**config.mk**
```make
export PLATFORM = sky130hd
export DESIGN_NAME = video_timing_gen
export DESIGN_NICKNAME = d
export VERILOG_FILES = /design/src/rtl/video_timing_gen.sv
export SDC_FILE = /design/constraint.sdc
export NUM_CORES = 1
export LEC_CHECK = 0
export CORE_MARGIN = 5
export CORE_UTILIZATION = 35
export DETAILED_ROUTE_END_ITERATION = 16
export HOLD_SLACK_MARGIN = 0.1
export PLACE_DENSITY = 0.6
export SYNTH_ARGS = -nofsm -noshare
export SYNTH_HDL_FRONTEND = slang
export SYNTH_SLANG_ARGS = --single-unit
```
**constraint.sdc**
```tcl
create_clock -name pixel_clk_in -period 24.2 [get_ports pixel_clk_in]
set_input_delay 3.63 -clock pixel_clk_in [delete_from_list [all_inputs] [get_ports pixel_clk_in]]
set_output_delay 3.63 -clock pixel_clk_in [all_outputs]
set_load 0.02 [all_outputs]
```
**src/rtl/video_timing_gen.sv**
```systemverilog
// ----------------------------------------------------------------------------
// video_timing_gen
//
// Raster timing generator whose timing can be changed while it runs. It
// produces pixel and line counters, sync pulses at a chosen polarity, an
// active-display flag, new-frame and start-of-line strobes, and a frame
// counter. A new timing set arrives through a valid/ready port and is
// validated. It is then parked in a shadow copy and swapped in only at the
// last pixel of a frame, so a frame is never partly drawn with mixed timing.
//
// Ports
//   pixel_clk_in          pixel clock
//   rst_in                synchronous active-high reset (restores DEF_* timing)
//   en_in                 count enable; low freezes every counter
//   cfg_valid_in          config offer
//   cfg_ready_out         config accepted on cfg_valid_in && cfg_ready_out
//   cfg_*_h_in            horizontal active / front porch / sync / back porch
//   cfg_*_v_in            vertical active / front porch / sync / back porch
//   cfg_hs_pol_in         hsync polarity (1 = active-high)
//   cfg_vs_pol_in         vsync polarity (1 = active-high)
//   cfg_pending_out       a validated config is waiting for the frame end
//   cfg_err_out           one-cycle pulse: the last accepted offer was invalid
//   hcount_out            pixel index within the line
//   vcount_out            line index within the frame
//   hs_out, vs_out        sync outputs at the active polarity
//   ad_out                active display
//   nf_out                new-frame strobe (first blanking pixel after active)
//   sol_out               start of an active line
//   fc_out                frame counter, modulo FPS
// ----------------------------------------------------------------------------
module video_timing_gen #(
    parameter int H_WIDTH      = 12,
    parameter int V_WIDTH      = 11,
    parameter int FPS          = 60,
    parameter int DEF_ACTIVE_H = 1280,
    parameter int DEF_H_FP     = 110,
    parameter int DEF_H_SYNC   = 40,
    parameter int DEF_H_BP     = 220,
    parameter int DEF_ACTIVE_V = 720,
    parameter int DEF_V_FP     = 5,
    parameter int DEF_V_SYNC   = 5,
    parameter int DEF_V_BP     = 20,
    parameter bit DEF_HS_POL   = 1'b1,
    parameter bit DEF_VS_POL   = 1'b1
) (
    input  logic                     pixel_clk_in,
    input  logic                     rst_in,
    input  logic                     en_in,
    input  logic                     cfg_valid_in,
    output logic                     cfg_ready_out,
    input  logic [H_WIDTH-1:0]       cfg_active_h_in,
    input  logic [H_WIDTH-1:0]       cfg_h_fp_in,
    input  logic [H_WIDTH-1:0]       cfg_h_sync_in,
    input  logic [H_WIDTH-1:0]       cfg_h_bp_in,
    input  logic [V_WIDTH-1:0]       cfg_active_v_in,
    input  logic [V_WIDTH-1:0]       cfg_v_fp_in,
    input  logic [V_WIDTH-1:0]       cfg_v_sync_in,
    input  logic [V_WIDTH-1:0]       cfg_v_bp_in,
    input  logic                     cfg_hs_pol_in,
    input  logic                     cfg_vs_pol_in,
    output logic                     cfg_pending_out,
    output logic                     cfg_err_out,
    output logic [H_WIDTH-1:0]       hcount_out,
    output logic [V_WIDTH-1:0]       vcount_out,
    output logic                     hs_out,
    output logic                     vs_out,
    output logic                     ad_out,
    output logic                     nf_out,
    output logic                     sol_out,
    output logic [$clog2(FPS)-1:0]   fc_out
);

    localparam int FC_W = $clog2(FPS);
    // Two spare bits so that four full-scale fields can be summed and any
    // overflow of the counter range is visible.
    localparam int HS_W = H_WIDTH + 2;
    localparam int VS_W = V_WIDTH + 2;

    // Field order in every timing array: 0 active, 1 front porch,
    // 2 sync, 3 back porch.
    logic [H_WIDTH-1:0] act_h_reg [4];
    logic [V_WIDTH-1:0] act_v_reg [4];
    logic               act_hpol_reg;
    logic               act_vpol_reg;
    logic [H_WIDTH-1:0] shd_h_reg [4];
    logic [V_WIDTH-1:0] shd_v_reg [4];
    logic               shd_hpol_reg;
    logic               shd_vpol_reg;
    logic [H_WIDTH-1:0] cfg_h [4];
    logic [V_WIDTH-1:0] cfg_v [4];

    logic [H_WIDTH-1:0] hcount_reg;
    logic [V_WIDTH-1:0] vcount_reg;
    logic [FC_W-1:0]    fc_reg;
    logic               pending_reg;
    logic               err_reg;
    logic               hold_reg;

    logic [HS_W-1:0]    th;
    logic [VS_W-1:0]    tv;
    logic [HS_W-1:0]    cfg_th;
    logic [VS_W-1:0]    cfg_tv;
    logic [HS_W-1:0]    h_sync_start;
    logic [HS_W-1:0]    h_sync_end;
    logic [VS_W-1:0]    v_sync_start;
    logic [VS_W-1:0]    v_sync_end;
    logic               h_last;
    logic               v_last;
    logic               adv;
    logic               capture;
    logic               cfg_bad;
    logic               apply;

    assign cfg_h[0] = cfg_active_h_in;
    assign cfg_h[1] = cfg_h_fp_in;
    assign cfg_h[2] = cfg_h_sync_in;
    assign cfg_h[3] = cfg_h_bp_in;
    assign cfg_v[0] = cfg_active_v_in;
    assign cfg_v[1] = cfg_v_fp_in;
    assign cfg_v[2] = cfg_v_sync_in;
    assign cfg_v[3] = cfg_v_bp_in;

    // Frame totals for the running timing and for the timing on offer.
    always_comb begin
        th     = '0;
        tv     = '0;
        cfg_th = '0;
        cfg_tv = '0;
        for (int i = 0; i < 4; i++) begin
            th     = th + HS_W'(act_h_reg[i]);
            tv     = tv + VS_W'(act_v_reg[i]);
            cfg_th = cfg_th + HS_W'(cfg_h[i]);
            cfg_tv = cfg_tv + VS_W'(cfg_v[i]);
        end
    end

    assign h_sync_start = HS_W'(act_h_reg[0]) + HS_W'(act_h_reg[1]);
    assign h_sync_end   = h_sync_start + HS_W'(act_h_reg[2]);
    assign v_sync_start = VS_W'(act_v_reg[0]) + VS_W'(act_v_reg[1]);
    assign v_sync_end   = v_sync_start + VS_W'(act_v_reg[2]);

    assign h_last = (HS_W'(hcount_reg) == th - HS_W'(1));
    assign v_last = (VS_W'(vcount_reg) == tv - VS_W'(1));

    // The cycle right after reset is a hold cycle: counters stay at 0,0.
    assign adv = en_in && !hold_reg && !rst_in;

    assign cfg_ready_out = !pending_reg && !rst_in;
    assign capture       = cfg_valid_in && cfg_ready_out;
    // A zero active or sync width, or a total that does not fit the counter,
    // would produce a degenerate raster.
    assign cfg_bad = (cfg_h[0] == '0) || (cfg_h[2] == '0) ||
                     (cfg_v[0] == '0) || (cfg_v[2] == '0) ||
                     (cfg_th >= HS_W'(1 << H_WIDTH)) ||
                     (cfg_tv >= VS_W'(1 << V_WIDTH));
    // The swap lands exactly on the last pixel of the frame, so the next
    // cycle is pixel 0,0 of a frame drawn entirely with the new timing.
    assign apply = adv && pending_reg && h_last && v_last;

    assign ad_out  = (hcount_reg < act_h_reg[0]) && (vcount_reg < act_v_reg[0]);
    assign hs_out  = ((HS_W'(hcount_reg) >= h_sync_start) && (HS_W'(hcount_reg) < h_sync_end))
                     ? act_hpol_reg : !act_hpol_reg;
    assign vs_out  = ((VS_W'(vcount_reg) >= v_sync_start) && (VS_W'(vcount_reg) < v_sync_end))
                     ? act_vpol_reg : !act_vpol_reg;
    // Strobes are qualified by adv so a freeze can never stretch them.
    assign nf_out  = adv && (hcount_reg == act_h_reg[0]) && (vcount_reg == act_v_reg[0]);
    assign sol_out = adv && (hcount_reg == '0) && (vcount_reg < act_v_reg[0]);

    assign hcount_out      = hcount_reg;
    assign vcount_out      = vcount_reg;
    assign fc_out          = fc_reg;
    assign cfg_pending_out = pending_reg;
    assign cfg_err_out     = err_reg;

    always_ff @(posedge pixel_clk_in) begin
        if (rst_in) begin
            hcount_reg   <= '0;
            vcount_reg   <= '0;
            fc_reg       <= '0;
            pending_reg  <= 1'b0;
            err_reg      <= 1'b0;
            hold_reg     <= 1'b1;
            act_h_reg[0] <= H_WIDTH'(DEF_ACTIVE_H);
            act_h_reg[1] <= H_WIDTH'(DEF_H_FP);
            act_h_reg[2] <= H_WIDTH'(DEF_H_SYNC);
            act_h_reg[3] <= H_WIDTH'(DEF_H_BP);
            act_v_reg[0] <= V_WIDTH'(DEF_ACTIVE_V);
            act_v_reg[1] <= V_WIDTH'(DEF_V_FP);
            act_v_reg[2] <= V_WIDTH'(DEF_V_SYNC);
            act_v_reg[3] <= V_WIDTH'(DEF_V_BP);
            act_hpol_reg <= DEF_HS_POL;
            act_vpol_reg <= DEF_VS_POL;
        end else begin
            hold_reg <= 1'b0;
            err_reg  <= capture && cfg_bad;
            // Capture only happens with pending low and apply only with
            // pending high, so these two never collide.
            if (capture && !cfg_bad) begin
                pending_reg <= 1'b1;
            end
            if (adv) begin
                if (nf_out) begin
                    fc_reg <= (fc_reg == FC_W'(FPS - 1)) ? '0 : fc_reg + FC_W'(1);
                end
                if (apply) begin
                    pending_reg <= 1'b0;
                    hcount_reg  <= '0;
                    vcount_reg  <= '0;
                    for (int i = 0; i < 4; i++) begin
                        act_h_reg[i] <= shd_h_reg[i];
                        act_v_reg[i] <= shd_v_reg[i];
                    end
                    act_hpol_reg <= shd_hpol_reg;
                    act_vpol_reg <= shd_vpol_reg;
                end else if (h_last) begin
                    hcount_reg <= '0;
                    vcount_reg <= v_last ? '0 : vcount_reg + V_WIDTH'(1);
                end else begin
                    hcount_reg <= hcount_reg + H_WIDTH'(1);
                end
            end
        end
    end

    // The shadow copy carries no reset; it is only read once pending is set.
    always_ff @(posedge pixel_clk_in) begin
        if (capture && !cfg_bad) begin
            for (int i = 0; i < 4; i++) begin
                shd_h_reg[i] <= cfg_h[i];
                shd_v_reg[i] <= cfg_v[i];
            end
            shd_hpol_reg <= cfg_hs_pol_in;
            shd_vpol_reg <= cfg_vs_pol_in;
        end
    end

endmodule
```
# [After elaboration in Yosys (flattened, before gate mapping)]
# Memory sizes are Yosys's and may differ from the RTL's.
# Index checks and enable logic that the tools add are counted.
[word_totals] ram_bits=184 inputBits=98 reg_bits=36 word_cells=115 memories=4
[memory_table] memory="act_h_reg" depth=4 word_bits=12 rd=4 rd_ports_with_merged_regs=0 write_ports=4 line="81" source="logic [H_WIDTH-1:0] act_h_reg [4];"
[memory_table] memory="shd_h_reg" depth=4 word_bits=12 rd=4 rd_ports_with_merged_regs=0 write_ports=4 line="85" source="logic [H_WIDTH-1:0] shd_h_reg [4];"
[memory_table] memory="act_v_reg" depth=4 word_bits=11 rd=4 rd_ports_with_merged_regs=0 write_ports=4 line="82" source="logic [V_WIDTH-1:0] act_v_reg [4];"
[memory_table] memory="shd_v_reg" depth=4 word_bits=11 rd=4 rd_ports_with_merged_regs=0 write_ports=4 line="86" source="logic [V_WIDTH-1:0] shd_v_reg [4];"
[classes] reduce_logical=36 n_lt_le_gt_ge=8 n_mux=27 add_sub_neg=17 bitwise=8 n_eq_ne=5
[op_table] operator="two-way mux 11 bit" count=7
[op_table] operator="two-way mux 12 bit" count=6
[op_table] operator="logical NOT 12 bit" count=3
[op_table] operator="adder 13 x 12 -> 14 bit" count=2
[op_table] operator="adder 14 x 12 -> 14 bit" count=2
[op_table] operator="adder 12 x 11 -> 13 bit" count=2
[op_table] operator="adder 12 x 12 -> 13 bit" count=2
[op_table] operator="adder 13 x 11 -> 13 bit" count=2
[op_table] operator="adder 11 x 11 -> 12 bit" count=2
[op_table] operator="logical NOT 11 bit" count=2
[op_table] operator="logical AND 1 bit" count=16
[op_table] operator="== test 12 x 14 -> 1 bit" count=1
[op_table] operator="greater-or-equal comparator 14 x 13 -> 1 bit, second input constant" count=1
[op_table] operator="less-than comparator 12 x 14 -> 1 bit" count=1
[op_table] operator="subtractor 14 x 1 -> 14 bit, second input constant" count=1
[op_table] operator="== test 11 x 13 -> 1 bit" count=1
[op_table] operator="greater-or-equal comparator 12 x 13 -> 1 bit" count=1
[op_table] operator="greater-or-equal comparator 13 x 12 -> 1 bit, second input constant" count=1
[op_table] operator="less-than comparator 11 x 13 -> 1 bit" count=1
[op_table] operator="two-way mux 1 bit" count=13
[op_table] operator="subtractor 13 x 1 -> 13 bit, second input constant" count=1
[op_table] operator="adder 12 x 1 -> 12 bit, second input constant" count=1
[op_table] operator="== test 12 bit" count=1
[op_table] operator="greater-or-equal comparator 11 x 12 -> 1 bit" count=1
[op_table] operator="other kinds (12)" count=30

# [Logic depth before layout (Yosys ltp)]
# An unclocked memory read counts as a cell.
[logic_depth] ltp_word=13 depth_mapped=31 mapped_depth_nobuf=29

# [Least setup slack after synthesis]
# Ideal clock, no wire load.
[synth_timing] kind="input to register" start="in cfg_active_h_in[2]" end="mem shd_h_reg[0][0] (enable)" path_stages=12 path_slack_ns=10.650 required_time_ns=23.538 setup_ns=0.662 t_arrival_ns=12.888 path_cell_list="fa_1 > fa_1 > ha_1 > a21o_1 > a21o_1 > a2111oi_0 > nor4_1 > a211oi_1 > nor2_1 > nor4bb_1 > nand2_1 > nor3_1"
[synth_lines] item="from (decl)" line="51" source="input logic [H_WIDTH-1:0] cfg_active_h_in,"
[synth_lines] item="to (decl)" line="85"

==> results.yml <==
route:
  initialDrtViolationCount: 565
  remaining_drc_errors: 0
  route.detailed.vias_per_inst: 4.923
  drtAntennaViolNets: 0
  post_drt_wl_per_cell_um: 17.41
  wirelength_mm: 34.98
  firstDrtPassIters: 5
  routed-via-count: 9891
grt:
  vias_in_the_first_global_route: 10100
  grt_start_max_net_pins: 95
  global_route.usage.met1_pct: 21.60
  grt_use_met2_pct: 23.77
  antenna_found_initial: 0
  grt_first_pass_wirelength_mm: 55.23
  grt-busiest-layer: "met2"
  global_route.usage.total_pct: 14.84
  grt_use_met3_pct: 1.745
  grt_remaining_overflow: 0
clock_network:
  cts_made_buffers: 25
  htree_num_levels: 1
  cts.root.buffer_cell: "sky130_fd_sc_hd__clkbuf_16"
  cts_tree: "yes"
  cts_post_setup_buffers_inserted: 0
  cts.sink_count: 220
  cts.reportedPaths.clkPinSlew_ns: 0.06
  post_cts_resize_count: 0
  clk_latency_ns: 0.53
  cts_buffer_depth: 3
  cts_hold_buffers: 0
worst_setup_path:
  end_kind: "primary output"
  timing.critical_path.from_type: "flip-flop"
  cp_data_arrival_time_ns: 5.97
  cp.required_ns: 20.57
  critical_path_peak_fanout: 5
  critical_path_type: "reg2out"
sta:
  grt_setup_unrepaired: "false"
  clock_skew_ns: 0.01168
  min_period_over_period_pct: 39.67
  final-max-slew-violation-count: 0
  max_slew_margin_pct: 42.25
  final_critical_path_setup_slack_ns: 14.60
  setup_total_negative_slack_ns: 0
  timing.final.crit_period_ns: 9.601
  report.final.setup_viol: 0
  finalHoldViolCount: 0
  max_clk_rate_mhz: 104.2
  worst_slew_pin_slew_ns: 0.8662
pwr:
  switching_share_pct: 31.36
  power_per_cell_area_mw_per_mm2: 66.60
  power_frac_clock_pct: 31.3
  power.share.sequential_pct: 36.8
  power_leakage_nw: 7.054
  vdd_ir_drop_max_v: 0.00004001
  internal_power_w: 0.0007986
  switching_component_of_the_power_w: 0.0003649
  power_frac_comb_pct: 31.8
synth:
  ys_seq_area_share_pct: 42.47
  syn-cell-area_mm2: 0.01475
  synth.top_cells.by_area: "sky130_fd_sc_hd__edfxtp_1 (38%), sky130_fd_sc_hd__ha_1 (16%), sky130_fd_sc_hd__fa_1 (7.1%)"
  netlist.top_cell.by_area: "sky130_fd_sc_hd__edfxtp_1"
  yosysTopAreaCellShare_pct: 37.86
  synthCells: 1304
  synth_cell_type_count: 76
  yosys_most_used_dff: "sky130_fd_sc_hd__edfxtp_1"
  synth_warnings: 0
  synth_enable_flop_cells: 186
  postSynthRegisterBits: 220
  ys_async_sr_fraction_pct: 0
  syn_nets: 1642
  avgSynthCellArea_um2: 11.31
placement:
  place.port_buffers: 134
  detailed_placement_wirelength_estimate_mm: 28.37
  setup_ws_pre_cts_ns: 14.81
  weighted_congestion_reported_at_the_end_of_routability_driven_placement: 0.8407
layout:
  share_of_layout_cells_above_drive_strength_1_pct: 4.558
  fillCellCount: 3943
  layout-area-overhead-vs-synth_pct: 18.42
  n_antenna_cell: 0
  nNetsFinal: 1791
floorplanning:
  die_area_mm2: 0.04636
  coreArea_mm2: 0.04185
  io-pin-count: 135
  die_x_um: 215.3
  initial_standard_cell_utilization_of_the_core_pct: 35.25
  rows: 75
  floorplan.die.height_um: 215.3
status:
  result_of_the_run: "finished clean"
min_path:
  min_path_type: "reg2reg"
flow_run:
  max-cap-violations: 0
==> Yosys cell counts (3+ instances only) <==
master,count
sky130_fd_sc_hd__nand2_1,45
sky130_fd_sc_hd__nand2b_1,39
sky130_fd_sc_hd__a21boi_0,3
sky130_fd_sc_hd__xnor2_1,66
sky130_fd_sc_hd__a31oi_1,8
sky130_fd_sc_hd__clkbuf_1,5
sky130_fd_sc_hd__fa_1,52
sky130_fd_sc_hd__nor2b_1,16
sky130_fd_sc_hd__ha_1,188
sky130_fd_sc_hd__nand3_1,21
sky130_fd_sc_hd__or3_1,5
sky130_fd_sc_hd__and3_1,16
sky130_fd_sc_hd__a2111oi_0,5
sky130_fd_sc_hd__or2_2,12
sky130_fd_sc_hd__a211o_1,4
sky130_fd_sc_hd__inv_1,133
sky130_fd_sc_hd__nor3_1,25
sky130_fd_sc_hd__xor2_1,39
sky130_fd_sc_hd__and4_1,5
sky130_fd_sc_hd__and2_1,70
sky130_fd_sc_hd__a21o_1,23
sky130_fd_sc_hd__a211oi_1,4
sky130_fd_sc_hd__dfxtp_1,34
sky130_fd_sc_hd__o22ai_1,3
sky130_fd_sc_hd__o211ai_1,7
sky130_fd_sc_hd__buf_6,7
sky130_fd_sc_hd__a21oi_1,66
sky130_fd_sc_hd__o21ai_0,37
sky130_fd_sc_hd__nor2_1,58
sky130_fd_sc_hd__edfxtp_1,186
sky130_fd_sc_hd__nor4_1,20
sky130_fd_sc_hd__a41oi_1,3
sky130_fd_sc_hd__o21a_1,16
sky130_fd_sc_hd__a221o_1,3
sky130_fd_sc_hd__nand4_1,20
sky130_fd_sc_hd__buf_2,4
sky130_fd_sc_hd__o21bai_1,8
==> power by group through the flow <==
stage / clock network [W] / logic (W) / registers, W
floorplan: 0 / 0.000272 / 0.000437
global placement: 0 / 0.000364 / 0.000436
detailed placement: 0 / 0.000371 / 0.000437
CTS: 0.000376 / 0.000373 / 0.000429
global route: 0.000391 / 0.000417 / 0.000429
finish: 0.000364 / 0.000371 / 0.000429
==> area by class of cell <==
type | count | area [µm²] | share of cell area [%]
clock buffers | 30 | 644.4 | 3.688
clock inverters | 14 | 135.1 | 0.7735
inverters | 133 | 499.2 | 2.858
multi-input cells | 933 | 7865 | 45.02
flip-flops and latches | 220 | 6266 | 35.87
well taps | 539 | 674.4 | 3.860
repair buffers | 140 | 1386 | 7.935
==> cell families after synthesis <==
logic type / share of synthesized area, %
compound gates: 9.567
xor+xnor: 6.386
fa+ha+maj: 23.07
buf+inv: 4.266
flops: 42.47
mux: 0.06785
simple gates: 14.17
==> path summary, 6_finish.rpt <==
| kind | from | end | slack (ns) | cells past startpoint |
|---|---|---|---|---|
| max | act_h_reg[0][0] | hs_out | 14.60 | 22 |
| min | act_vpol_reg | act_vpol_reg | 0.49 | 1 |
| max reg2reg | act_h_reg[1][1] | act_h_reg[0][10] | 16.35 | 27 |
| min reg2reg | act_vpol_reg | act_vpol_reg | 0.49 | 1 |
==> metrics by stage <==
step	total power, W	utilization (%)	cells	hold WS (ns)	area [µm²]
2_1_floorplan	0.0007092	-	1304	0.4561	14750
3_3_place_gp	0.0008004	39.88	1965	0.4742	16690
3_5_place_dp	0.0008074	39.88	1965	0.4760	16690
4_1_cts	0.001177	41.74	2009	0.4910	17470
5_1_grt	0.001238	41.74	2009	0.5139	17470
6_report	0.001164	41.74	2009	0.4871	17470
==> routing by layer <==
| metal | part of all wire (%) | wire length, µm | vias up |
|---|---|---|---|
| met3 | 3.5 | 1216 | 43 |
| met5 | 0 | 0 | - |
| met1 | 50 | 17350 | 4689 |
| met2 | 45 | 15670 | 195 |
| met4 | 2.1 | 743 | 0 |
| li1 | - | - | 4964 |
==> cells in the final DEF (no fill, tap or decap), types with 5 or more instances in the layout <==
master	n
sky130_fd_sc_hd__ha_1	188
sky130_fd_sc_hd__edfxtp_1	186
sky130_fd_sc_hd__clkdlybuf4s50_1	134
sky130_fd_sc_hd__inv_1	133
sky130_fd_sc_hd__and2_1	70
sky130_fd_sc_hd__xnor2_1	66
sky130_fd_sc_hd__a21oi_1	66
sky130_fd_sc_hd__nor2_1	58
sky130_fd_sc_hd__fa_1	52
sky130_fd_sc_hd__nand2_1	45
sky130_fd_sc_hd__xor2_1	39
sky130_fd_sc_hd__nand2b_1	39
sky130_fd_sc_hd__o21ai_0	37
sky130_fd_sc_hd__dfxtp_1	34
sky130_fd_sc_hd__clkbuf_16	25
sky130_fd_sc_hd__nor3_1	24
sky130_fd_sc_hd__a21o_1	23
sky130_fd_sc_hd__nand3_1	21
sky130_fd_sc_hd__nand4_1	20
sky130_fd_sc_hd__nor4_1	20
sky130_fd_sc_hd__nor2b_1	16
sky130_fd_sc_hd__o21a_1	16
sky130_fd_sc_hd__and3_1	16
sky130_fd_sc_hd__or2_2	11
sky130_fd_sc_hd__o21bai_1	8
sky130_fd_sc_hd__a31oi_1	8
sky130_fd_sc_hd__o211ai_1	7
sky130_fd_sc_hd__buf_4	6
sky130_fd_sc_hd__or3_1	5
sky130_fd_sc_hd__a2111oi_0	5
sky130_fd_sc_hd__and4_1	5
sky130_fd_sc_hd__clkbuf_1	5
==> worst max-delay path, cell delays in order (launching register included) <==
cell and delay, ns:
sky130_fd_sc_hd__edfxtp_1 0.35, sky130_fd_sc_hd__ha_1 0.17, sky130_fd_sc_hd__inv_1 0.05, sky130_fd_sc_hd__fa_1 0.39, sky130_fd_sc_hd__nor2b_1 0.18, sky130_fd_sc_hd__o31a_1 0.20, sky130_fd_sc_hd__a21oi_1 0.08, sky130_fd_sc_hd__ha_1 0.35
sky130_fd_sc_hd__and3_1 0.17, sky130_fd_sc_hd__a221o_1 0.34, sky130_fd_sc_hd__o41ai_1 0.52, sky130_fd_sc_hd__nor2_1 0.13, sky130_fd_sc_hd__nor3_2 0.18, sky130_fd_sc_hd__o21bai_1 0.10, sky130_fd_sc_hd__a21oi_1 0.22, sky130_fd_sc_hd__xor2_1 0.22
sky130_fd_sc_hd__ha_1 0.28, sky130_fd_sc_hd__a21oi_1 0.13, sky130_fd_sc_hd__o22ai_1 0.09, sky130_fd_sc_hd__nor3b_1 0.18, sky130_fd_sc_hd__o21ai_1 0.18, sky130_fd_sc_hd__xor2_1 0.27, sky130_fd_sc_hd__clkdlybuf4s50_1 0.66
Note: power is estimated with default switching activity, not from simulation.
